==> src/rtl/pmod_cond_pkg.sv <==
// Shared types for the PMOD input conditioner: debounce FSM state encoding
// and the sizing helper for the debounce counter.
package pmod_cond_pkg;

  typedef enum logic [1:0] {
    LOW_STABLE  = 2'd0,
    RISE_CHECK  = 2'd1,
    HIGH_STABLE = 2'd2,
    FALL_CHECK  = 2'd3
  } cond_state_t;

  // Counter only needs to reach cycles-1; never narrower than one bit.
  function automatic int cnt_width(input int cycles);
    if (cycles <= 2) return 1;
    return $clog2(cycles);
  endfunction

endpackage

==> src/rtl/sync_ff_chain.sv <==
// Multi-flop synchroniser for bringing an asynchronous pin into i_SCLK.
// STAGES must be at least 2; q is the last stage.
module sync_ff_chain #(
  parameter int STAGES = 2
) (
  input  logic i_SCLK,
  input  logic i_RESET_SYSB,
  input  logic d,
  output logic q
);

  logic [STAGES-1:0] chain_reg;

  generate
    for (genvar gi = 0; gi < STAGES; gi++) begin : g_stage
      if (gi == 0) begin : g_first
        always_ff @(posedge i_SCLK or negedge i_RESET_SYSB) begin
          if (!i_RESET_SYSB) chain_reg[gi] <= 1'b0;
          else               chain_reg[gi] <= d;
        end
      end else begin : g_rest
        always_ff @(posedge i_SCLK or negedge i_RESET_SYSB) begin
          if (!i_RESET_SYSB) chain_reg[gi] <= 1'b0;
          else               chain_reg[gi] <= chain_reg[gi-1];
        end
      end
    end
  endgenerate

  assign q = chain_reg[STAGES-1];

endmodule

==> src/rtl/pmod_pulse_conditioner.sv <==
// Synchronises and debounces a raw PMOD pin, producing one-cycle strobes per
// accepted edge, the debounced level and a saturating count of rejected bounces.
module pmod_pulse_conditioner
  import pmod_cond_pkg::*;
#(
  parameter int SYNC_STAGES     = 2,
  parameter int DEBOUNCE_CYCLES = 50000,
  parameter int GLITCH_W        = 8
) (
  input  logic                i_SCLK,
  input  logic                i_RESET_SYSB,
  input  logic                i_PMOD1_P1,
  input  logic                i_GLITCH_CLR,
  output logic                o_PULSE,
  output logic                o_FALL,
  output logic                o_LEVEL,
  output logic [GLITCH_W-1:0] o_GLITCH_CNT
);

  localparam int                  CNT_W      = cnt_width(DEBOUNCE_CYCLES);
  localparam logic [CNT_W-1:0]    CNT_LAST   = CNT_W'(DEBOUNCE_CYCLES - 1);
  localparam logic [GLITCH_W-1:0] GLITCH_MAX = '1;

  logic                s;
  cond_state_t         state_reg;
  logic [CNT_W-1:0]    cnt_reg;
  logic                pulse_reg;
  logic                fall_reg;
  logic                level_reg;
  logic [GLITCH_W-1:0] glitch_reg;
  logic                glitch_hit;

  sync_ff_chain #(
    .STAGES(SYNC_STAGES)
  ) u_sync (
    .i_SCLK      (i_SCLK),
    .i_RESET_SYSB(i_RESET_SYSB),
    .d           (i_PMOD1_P1),
    .q           (s)
  );

  // A CHECK state that sees the old level again is a rejected transition.
  always_comb begin
    glitch_hit = 1'b0;
    if ((state_reg == RISE_CHECK && !s) || (state_reg == FALL_CHECK && s))
      glitch_hit = 1'b1;
  end

  always_ff @(posedge i_SCLK or negedge i_RESET_SYSB) begin
    if (!i_RESET_SYSB) begin
      state_reg <= LOW_STABLE;
      cnt_reg   <= '0;
      pulse_reg <= 1'b0;
      fall_reg  <= 1'b0;
      level_reg <= 1'b0;
    end else begin
      pulse_reg <= 1'b0;
      fall_reg  <= 1'b0;
      case (state_reg)
        LOW_STABLE: begin
          if (s) begin
            state_reg <= RISE_CHECK;
            cnt_reg   <= '0;
          end
        end
        RISE_CHECK: begin
          if (!s) begin
            state_reg <= LOW_STABLE;
          end else if (cnt_reg == CNT_LAST) begin
            state_reg <= HIGH_STABLE;
            pulse_reg <= 1'b1;
            level_reg <= 1'b1;
          end else begin
            cnt_reg <= cnt_reg + 1'b1;
          end
        end
        HIGH_STABLE: begin
          if (!s) begin
            state_reg <= FALL_CHECK;
            cnt_reg   <= '0;
          end
        end
        FALL_CHECK: begin
          if (s) begin
            state_reg <= HIGH_STABLE;
          end else if (cnt_reg == CNT_LAST) begin
            state_reg <= LOW_STABLE;
            fall_reg  <= 1'b1;
            level_reg <= 1'b0;
          end else begin
            cnt_reg <= cnt_reg + 1'b1;
          end
        end
        default: state_reg <= LOW_STABLE;
      endcase
    end
  end

  // Clear has priority over a same-cycle increment; count holds at all-ones.
  always_ff @(posedge i_SCLK or negedge i_RESET_SYSB) begin
    if (!i_RESET_SYSB)                          glitch_reg <= '0;
    else if (i_GLITCH_CLR)                      glitch_reg <= '0;
    else if (glitch_hit && glitch_reg != GLITCH_MAX) glitch_reg <= glitch_reg + 1'b1;
  end

  assign o_PULSE      = pulse_reg;
  assign o_FALL       = fall_reg;
  assign o_LEVEL      = level_reg;
  assign o_GLITCH_CNT = glitch_reg;

endmodule

==> config.mk <==
export PLATFORM = sky130hd
export DESIGN_NAME = pmod_pulse_conditioner
export DESIGN_NICKNAME = d
export VERILOG_FILES = /design/src/rtl/pmod_cond_pkg.sv /design/src/rtl/sync_ff_chain.sv /design/src/rtl/pmod_pulse_conditioner.sv
export SDC_FILE = /design/constraint.sdc
export NUM_CORES = 1
export LEC_CHECK = 0
export CAP_MARGIN = 20
export CORE_MARGIN = 10
export CORE_UTILIZATION = 35
export CTS_CLUSTER_SIZE = 20
export DETAILED_ROUTE_END_ITERATION = 10
export PLACE_DENSITY_LB_ADDON = 0.12
export SLEW_MARGIN = 20
export SYNTH_ARGS = -nofsm -noshare
export SYNTH_HDL_FRONTEND = slang
export SYNTH_SLANG_ARGS = --single-unit
==> constraint.sdc <==
create_clock -name i_SCLK -period 4.9 [get_ports i_SCLK]
set_input_delay 0.735 -clock i_SCLK [delete_from_list [all_inputs] [get_ports i_SCLK]]
set_output_delay 0.735 -clock i_SCLK [all_outputs]
set_load 0.1 [all_outputs]
After elaboration in Yosys (flattened, before gate mapping). Cells that the tools add are included.

Output and inout port bits: 11. Input bits: 4. Word-level logic and storage cells: 60. Flip-flop bits (word level): 31.

Equal/unequal tests: 13. Add/sub/neg operators: 2. Reductions and logical operators: 11. Mux-type cells: 26.

Operators by type and width (number): 16-bit 2-to-1 mux (5); 16-bit one-hot mux with 4 select lines (1); 16-bit by 1-bit adder with 16-bit output (second input constant) (1); 16-bit equality test (second input constant) (1); 8-bit 2-to-1 mux (2); 2-bit 2-to-1 mux (6); 1-bit 2-to-1 mux (10); 8-bit by 1-bit adder with 8-bit output (second input constant) (1); 2-bit by 1-bit != test with 1-bit output (second input constant) (4); 8-bit != test (second input constant) (1); 2-bit one-hot mux with 4 select lines (1); 4-bit AND reduction (2); 5-bit AND reduction (1); 2-bit equality test (second input constant) (2); 2-bit != test (second input constant) (2); 2-bit nonzero test (2); 1-bit logical AND (3); 3-bit by 1-bit != test with 1-bit output (second input constant) (1); 3-bit != test (second input constant) (1); 2-bit by 1-bit equality test with 1-bit output (second input constant) (1); 2-bit zero test (1); 1-bit one-hot mux with 2 select lines (1); 1-bit zero test (1); 1-bit logical OR (1).

Longest topological paths before layout.
Word-level depth: 7. Depth in mapped cells: 6. Depth with buffers taken out: 6.

Cells and area by module. From an unflattened synthesis, not the netlist that was laid out.

Cells, all modules: 173. Area, all modules: 1689.1 um^2.

By module, submodules not included: pmod_pulse_conditioner (area each 1639.1 um^2, seq. area each 725.7 um^2, instances 1, cells an instance 171); sync_ff_chain (area each 50.0 um^2, seq. area each 50.0 um^2, instances 1, cells an instance 2).

Worst setup path before layout. No wires, ideal clock.

Kind: register to register. Start: register glitch_reg[0] (netlist: o_GLITCH_CNT[0]). End: register glitch_reg[6] (netlist: o_GLITCH_CNT[6]). Slack: 2491 ps. Path buffers: 0. Arrival time: 2331 ps. Cell stages (with the launch flop): 6. Clock period less this slack: 2409 ps. Data required time: 4822 ps. Setup time: 78 ps. Path through: dfrtp_1 > ha_1 > nand3_1 > or4b_1 > or3_1 > a21oi_1.

Longest elaborated chain between the ends: 3. Elaborated cells between the ends (all ways): 6. Classes of those cells: 1 x add/sub; 1 x eq/ne; 2 x mux; 2 x reduce/logical.

Ends and longest elaborated chain: from (decl) (line pmod_pulse_conditioner.sv:30) `logic [GLITCH_W-1:0] glitch_reg;`; from (signal assigned) (line pmod_pulse_conditioner.sv:103) `else if (glitch_hit && glitch_reg != GLITCH_MAX) glitch_reg <= glitch_reg + 1'b1;`; 8-bit by 1-bit adder with 8-bit output / 8-bit != test (equally long branches) (line pmod_pulse_conditioner.sv:103); 8-bit 2-to-1 mux / 1-bit logical AND (equally long branches) (line pmod_pulse_conditioner.sv:103); 8-bit 2-to-1 mux / 2-bit nonzero test (equally long branches).

Several ways; a longest one is shown, not always the timed one. The select of a mux whose other input is x is not followed. A chain may end at the register's enable or synchronous reset.

Worst setup path in the final report.
Start: register glitch_reg[4] (netlist: o_GLITCH_CNT[4]). End: output o_GLITCH_CNT[4].

RTL lines: to (decl) (line pmod_pulse_conditioner.sv:17) `output logic [GLITCH_W-1:0] o_GLITCH_CNT`.

No word-level cell between the ends.

==> impl_results.md <==
- Status: finished, final reports clean
- Cell Area, Synth: 1705 um2
- Post-cts sizing count: 0
- Register area share after synthesis: 0.4549
- Critical Path Max Stage Delay: 1180 ps
- Avg Inst Size Synth: 9.690 um2
- Post-DR wirelength/cell: 15.68 um
- Final WL: 4062 um
- Layout cells sized above 1: 0.07292
- Power, Total: 0.5070 mW
- Port bufs: 14
- Top_reg_cell synth: dfrtp_1
- Count of cell types in the netlist: 42
- CP delay by family, top: buffers and inverters
- Final worst path period share: 0.5411
- Residual DRC: 0
- Setup crit end kind: primary output
- Crit path DAT: 1920 ps
- Final Non-Filler Cells: 259
- Layout area overhead: 17.24%
- Crit path required time: 4160 ps
- First-pass GRT wire length: 7079 um
- Ys async rst share: 1.000
- Slew HR: 0.3358
- Number of synthesized flops with an enable pin: 0
- Worst-path fanout max: 7
- Antenna Nets Post-Route: 0
- TritonCTS buffer count: 5
- DRT iter0 DRCs: 79
- IR Drop Worst-Case VDD: 0.0001331 V
- Detailed Routing Iterations Pass 1: 4
- Total GRT Usage: 0.1050
- Final-layout fill cell count: 477
- Max Cap Viol: 0
- Max reg flops: 16
- H-tree depth: 2
- Die H: 89.81 um
- Setup-failing EPs final: 0
- Most common cell after layout, fill and taps aside: dfrtp_1
- Pwr Density: 253.6 nW/um2
- CORE AREA: 4723 um2
- Worst Path Buf+Inv: 1
- Skew-Pair Late Insertion Delay: 280 ps
- CP Launch Type: flop
- Clock sinks: 31
- Ports: 15
- # nets final: 197
- Post-CTS setup buffer count: 0
- Worst slew pin tran: 993.2 ps
- Initial antenna violation count: 0
- Syn_nets: 182
- Minimum clock period: 2652 ps
- Max Slew Vio Count: 0
- Vias: 1445
- Clk slew on worst S/H paths: 70 ps
- RSZ-0062 raised after global routing: no
- Number of synthesized register bits: 31
- Post-Synthesis Cells: 176
- Vias in the first global route: 1420
- Cts hold-fix bufs: 0
- Most frequent cells in the layout: dfrtp_1 (31), nand2_1 (15), clkdlybuf4s50_1 (14), inv_1 (11), nand4_1 (10)
- Worst hold path class: flop to flop
- DR vias/cell: 5.579
- Row cnt: 25
- Global route overflow: 0
- Leak: 0.8073 nW
- Setup TNS: 0 ps
- R2r setup slk: 2490 ps
- TritonCTS clock tree: built
- Critical-path top delay cell: clkdlybuf4s50_1
- Worst Skew: 3.330 ps
- CP Cell Sequence: clkdlybuf4s50_1
- Largest net degree at the start of global routing: 32
- GPL Wtd Cong: 0.8768
- Worst setup path class: flop to primary output
- Die X: 89.81 um
- Die area: 8065 um2
- Hold Vio Cnt, Final: 0
- CTS Buffer Depth: 2
- CTS root buffer: clkbuf_8
- Initial Util: 0.3611
- Synth warnings: 0
- Final HPWL DP: 2932 um
- Placed Cells: 251
- Diodes inserted: 0
- Achievable Freq: 0.3771 GHz
==> final timing paths <==
check                                     from              end  cells after the start
setup reg to reg                    cnt_reg[0]       cnt_reg[8]                      6
hold reg to reg            u_sync.chain_reg[0]         u_sync.q                      0
setup / recovery               o_GLITCH_CNT[4]  o_GLITCH_CNT[4]                      1
min in group asynchronous         i_RESET_SYSB  o_GLITCH_CNT[6]                      2
max in group asynchronous         i_RESET_SYSB     state_reg[0]                      2
hold / removal             u_sync.chain_reg[0]         u_sync.q                      0
==> layout make-up <==
| class | instances | area (um2) | area share |
|---|---|---|---|
| clock buffers | 5 | 68.82 | 0.03442 |
| multi-input cells | 127 | 862.1 | 0.4312 |
| well taps | 67 | 83.83 | 0.04193 |
| flip-flops and latches | 31 | 775.7 | 0.3880 |
| repair buffers | 15 | 147.6 | 0.07384 |
| clock inverters | 3 | 20.02 | 0.01001 |
| inverters | 11 | 41.29 | 0.02065 |
==> cells in the mapped netlist, types with 2 or more instances <==
cell type / n / area [um2]
dfrtp_1: 31 / 775.7
nor3_1: 5 / 25.02
o211ai_1: 7 / 52.55
nand4_1: 10 / 62.56
o31ai_1: 2 / 15.01
or3_1: 3 / 18.77
nand3_1: 8 / 40.04
nand4b_1: 3 / 26.28
a221o_1: 2 / 20.02
a21oi_1: 6 / 30.03
nor4_1: 6 / 37.54
nor2_1: 7 / 26.28
o21ai_0: 6 / 30.03
ha_1: 2 / 25.02
or4_1: 6 / 45.04
inv_1: 11 / 41.29
mux2i_1: 5 / 50.05
a22o_1: 3 / 26.28
and3_1: 3 / 18.77
xor2_1: 5 / 43.79
clkbuf_1: 6 / 22.52
nand2b_1: 5 / 31.28
nand2_1: 15 / 56.30
==> logic make-up (layout without fill, tap and decap cells) <==
logic type	Yosys count	count (layout)	share of synthesized area
buffers and inverters	18	34	0.03962
AO/OA/AOI/OAI	32	32	0.1313
multiplexers	5	5	0.02935
flip-flops	31	31	0.4549
XOR/XNOR	6	6	0.03081
adder cells (fa/ha/maj)	2	2	0.01467
AND/OR/NAND/NOR	82	82	0.2993
==> metal layers <==
| layer | up-vias | part of all wire | GRT usage |
|---|---|---|---|
| met5 | - | 0 | 0 |
| met4 | 0 | 0.016 | 0.05391 |
| met3 | 4 | 0.042 | 0.02826 |
| met2 | 20 | 0.46 | 0.1489 |
| met1 | 724 | 0.48 | 0.1413 |
| li1 | 697 | - | - |
==> stage by stage <==
stage          worst slack [ps]  area (um2)  hold slack [ps]    util
3_3_place_gp               2584        1911            345.6  0.4045
6_report                   2248        1999            355.1  0.4233
5_1_grt                    2163        1999            362.6  0.4233
3_5_place_dp               2491        1911            342.6  0.4045
4_1_cts                    2229        1999            359.3  0.4233
2_1_floorplan              2491        1705            331.2       -
==> report_power, final <==
part | switching (mW) | leakage (nW) | internal [mW]
sequential | 0.00717 | 0.423 | 0.261
clock | 0.101 | 0.0402 | 0.0986
combinational | 0.0272 | 0.344 | 0.0114
total | 0.136 | 0.807 | 0.371
No activity file was read; power rests on OpenSTA's default activity.
==> patch: new RTL, config.mk and constraints unchanged <==
Register the output `o_LEVEL` once more, cleared by the reset; this adds one clock of latency there. The other outputs are not delayed to match.
--- a/src/rtl/pmod_pulse_conditioner.sv
+++ b/src/rtl/pmod_pulse_conditioner.sv
@@ -107,3 +107,9 @@
   assign o_FALL       = fall_reg;
-  assign o_LEVEL      = level_reg;
+  always_ff @(posedge i_SCLK or negedge i_RESET_SYSB) begin
+    if (!i_RESET_SYSB) begin
+      o_LEVEL <= '0;
+    end else begin
+      o_LEVEL <= level_reg;
+    end
+  end
   assign o_GLITCH_CNT = glitch_reg;
Formal check against the unedited RTL: same outputs for any inputs over 10 cycles, from zero or initial values and one cycle with i_RESET_SYSB low; that may be too few to reach the edited logic, so the function may still have changed.
==> patch against the unedited design <==
- synthesized cell count fell by 0.57%
- area after synthesis rose by 3.8%
- sequential cell count rose by 1
- largest cell class unchanged
- final area rose by 3.2%
- power rose by 12%
- setup slack got worse by 0.016 ns
- routed wire length rose by 1.9%
- first-iteration DRC count rose by 44%
- core utilization rose by 0.50 points
==> patch: results (changes against the unedited design) <==
cell types occupying the most area after synthesis sky130_fd_sc_hd__dfrtp_1 (45%), sky130_fd_sc_hd__a31oi_1 (4.2%), sky130_fd_sc_hd__nand3_1 (4.0%); post-route design area 0.00206 mm^2 (+3.2%); startpoint of the lowest-slack register-to-register path cnt_reg[7]; leakage component of the power 0.000774 uW (-4.1%); run status completed; maximum buffer depth of the clock tree 2 (unchanged); number of buffers inserted by post-CTS setup repair 0 (unchanged); Critical Path Max Stage Delay 1.18 ns (about the same); dpl cell area 0.00196 mm^2 (+2.4%); total global routing track utilization 10.2% (-0.28 points); first-pass GRT wire length 7210 um (+1.9%); layout cells sized above 1 9.47% (+2.2 points); Reg2Reg Depth 4 (-2); detailed placer's ending HPWL 2840 um (-3.2%); maximum number of pins on one net before global-route repair 33 (+3.1%); VDD IR max 0.148 mV (+11%); average detailed-routed wire length per instance 16.1 um (+2.7%); endpoint of the lowest-slack register-to-register path cnt_reg[13]; number of distinct library cell variants in the gate-level netlist after synthesis 47 (+12%); path category of the worst min-delay check reg2reg; non-filler instance count after layout 257 (-0.77%); Net Count, Synth 181 (-0.55%); share of synthesized flip-flops with an asynchronous set or reset 100% (unchanged); worst hold margin 0.351 ns (-0.00431 ns); global placement routability congestion 0.850 (-3.1%); net count reported at finish 195 (-1.0%); setup slack on the worst flop-to-flop path 2.38 ns (-0.11 ns); total vias in the final route 1524 (+5.5%); headroom to the max-slew limit 28.7% (-4.8 points); Avg Cell Area, Syn 10.1 um^2 (+4.4%); number of antenna violations at the first check in global routing 0 (unchanged); most numerous cell types in the synthesized netlist sky130_fd_sc_hd__dfrtp_1 (32), sky130_fd_sc_hd__nand3_1 (14), sky130_fd_sc_hd__a31oi_1 (12), sky130_fd_sc_hd__nand2_1 (12), sky130_fd_sc_hd__nand4_1 (8); Starting DRT DRC Count 114 (+44%); number of buffers created by CTS 5 (unchanged); number of global-route vias before repair 1540 (+8.5%); worst clock skew on the final layout 0.00778 ns (+0.00445 ns); Worst-Skew Late Latency 0.28 ns (about the same); Crit Path Max Fanout 7 (unchanged); layout filler cell count 474 (-0.63%); dpl cells 249 (-0.80%); Diodes inserted 0 (unchanged); number of cells traversed by the worst hold path 0 (unchanged); part of the Yosys area used for sequential elements 45.2% (-0.26 points)
-- patch: where the power goes --
group	leakage, uW	switching, uW	internal [uW]
clock	0.0000552	98.2	151
sequential	0.000437	8.32	270
combinational	0.000282	27.2	12.6
-- patch: how the worst max path moves through the flow --
stage / start / to / slack (ns) / depth (start not counted)
after floorplan: o_GLITCH_CNT[0] / o_GLITCH_CNT[1] / 2.66 / 5
after global placement: cnt_reg[10] / cnt_reg[13] / 2.51 / 4
after detailed placement: cnt_reg[7] / cnt_reg[13] / 2.41 / 4
after CTS: o_GLITCH_CNT[2] / o_GLITCH_CNT[2] / 2.21 / 1
after global routing: o_GLITCH_CNT[2] / o_GLITCH_CNT[2] / 2.13 / 1
final: o_GLITCH_CNT[2] / o_GLITCH_CNT[2] / 2.23 / 1
-- patch: kinds of logic after synthesis --
family,share of synthesized area (%)
AO/OA/AOI/OAI,16.8
XOR/XNOR,1.48
adder cells (fa/ha/maj),1.41
buffers and inverters,3.46
flip-flops,45.2
multiplexers,2.33
AND/OR/NAND/NOR,29.3
-- patch: cell type report --
cell class,count,share of cell area [%]
multi-input cells,132,44.0
flip-flops and latches,32,38.8
repair buffers,16,7.52
well taps,67,4.06
clock buffers,6,3.52
clock inverters,2,1.70
inverters,2,0.364
-- patch: per-layer routing --
metal / share of wire [%] / global-route usage [%] / vias to the layer above
met2: 49 / 17.2 / 46
li1: - / - / 719
met5: 0 / 0 / -
met3: 6.4 / 3.21 / 5
met4: 1.1 / 3.92 / 0
met1: 44 / 11.8 / 754
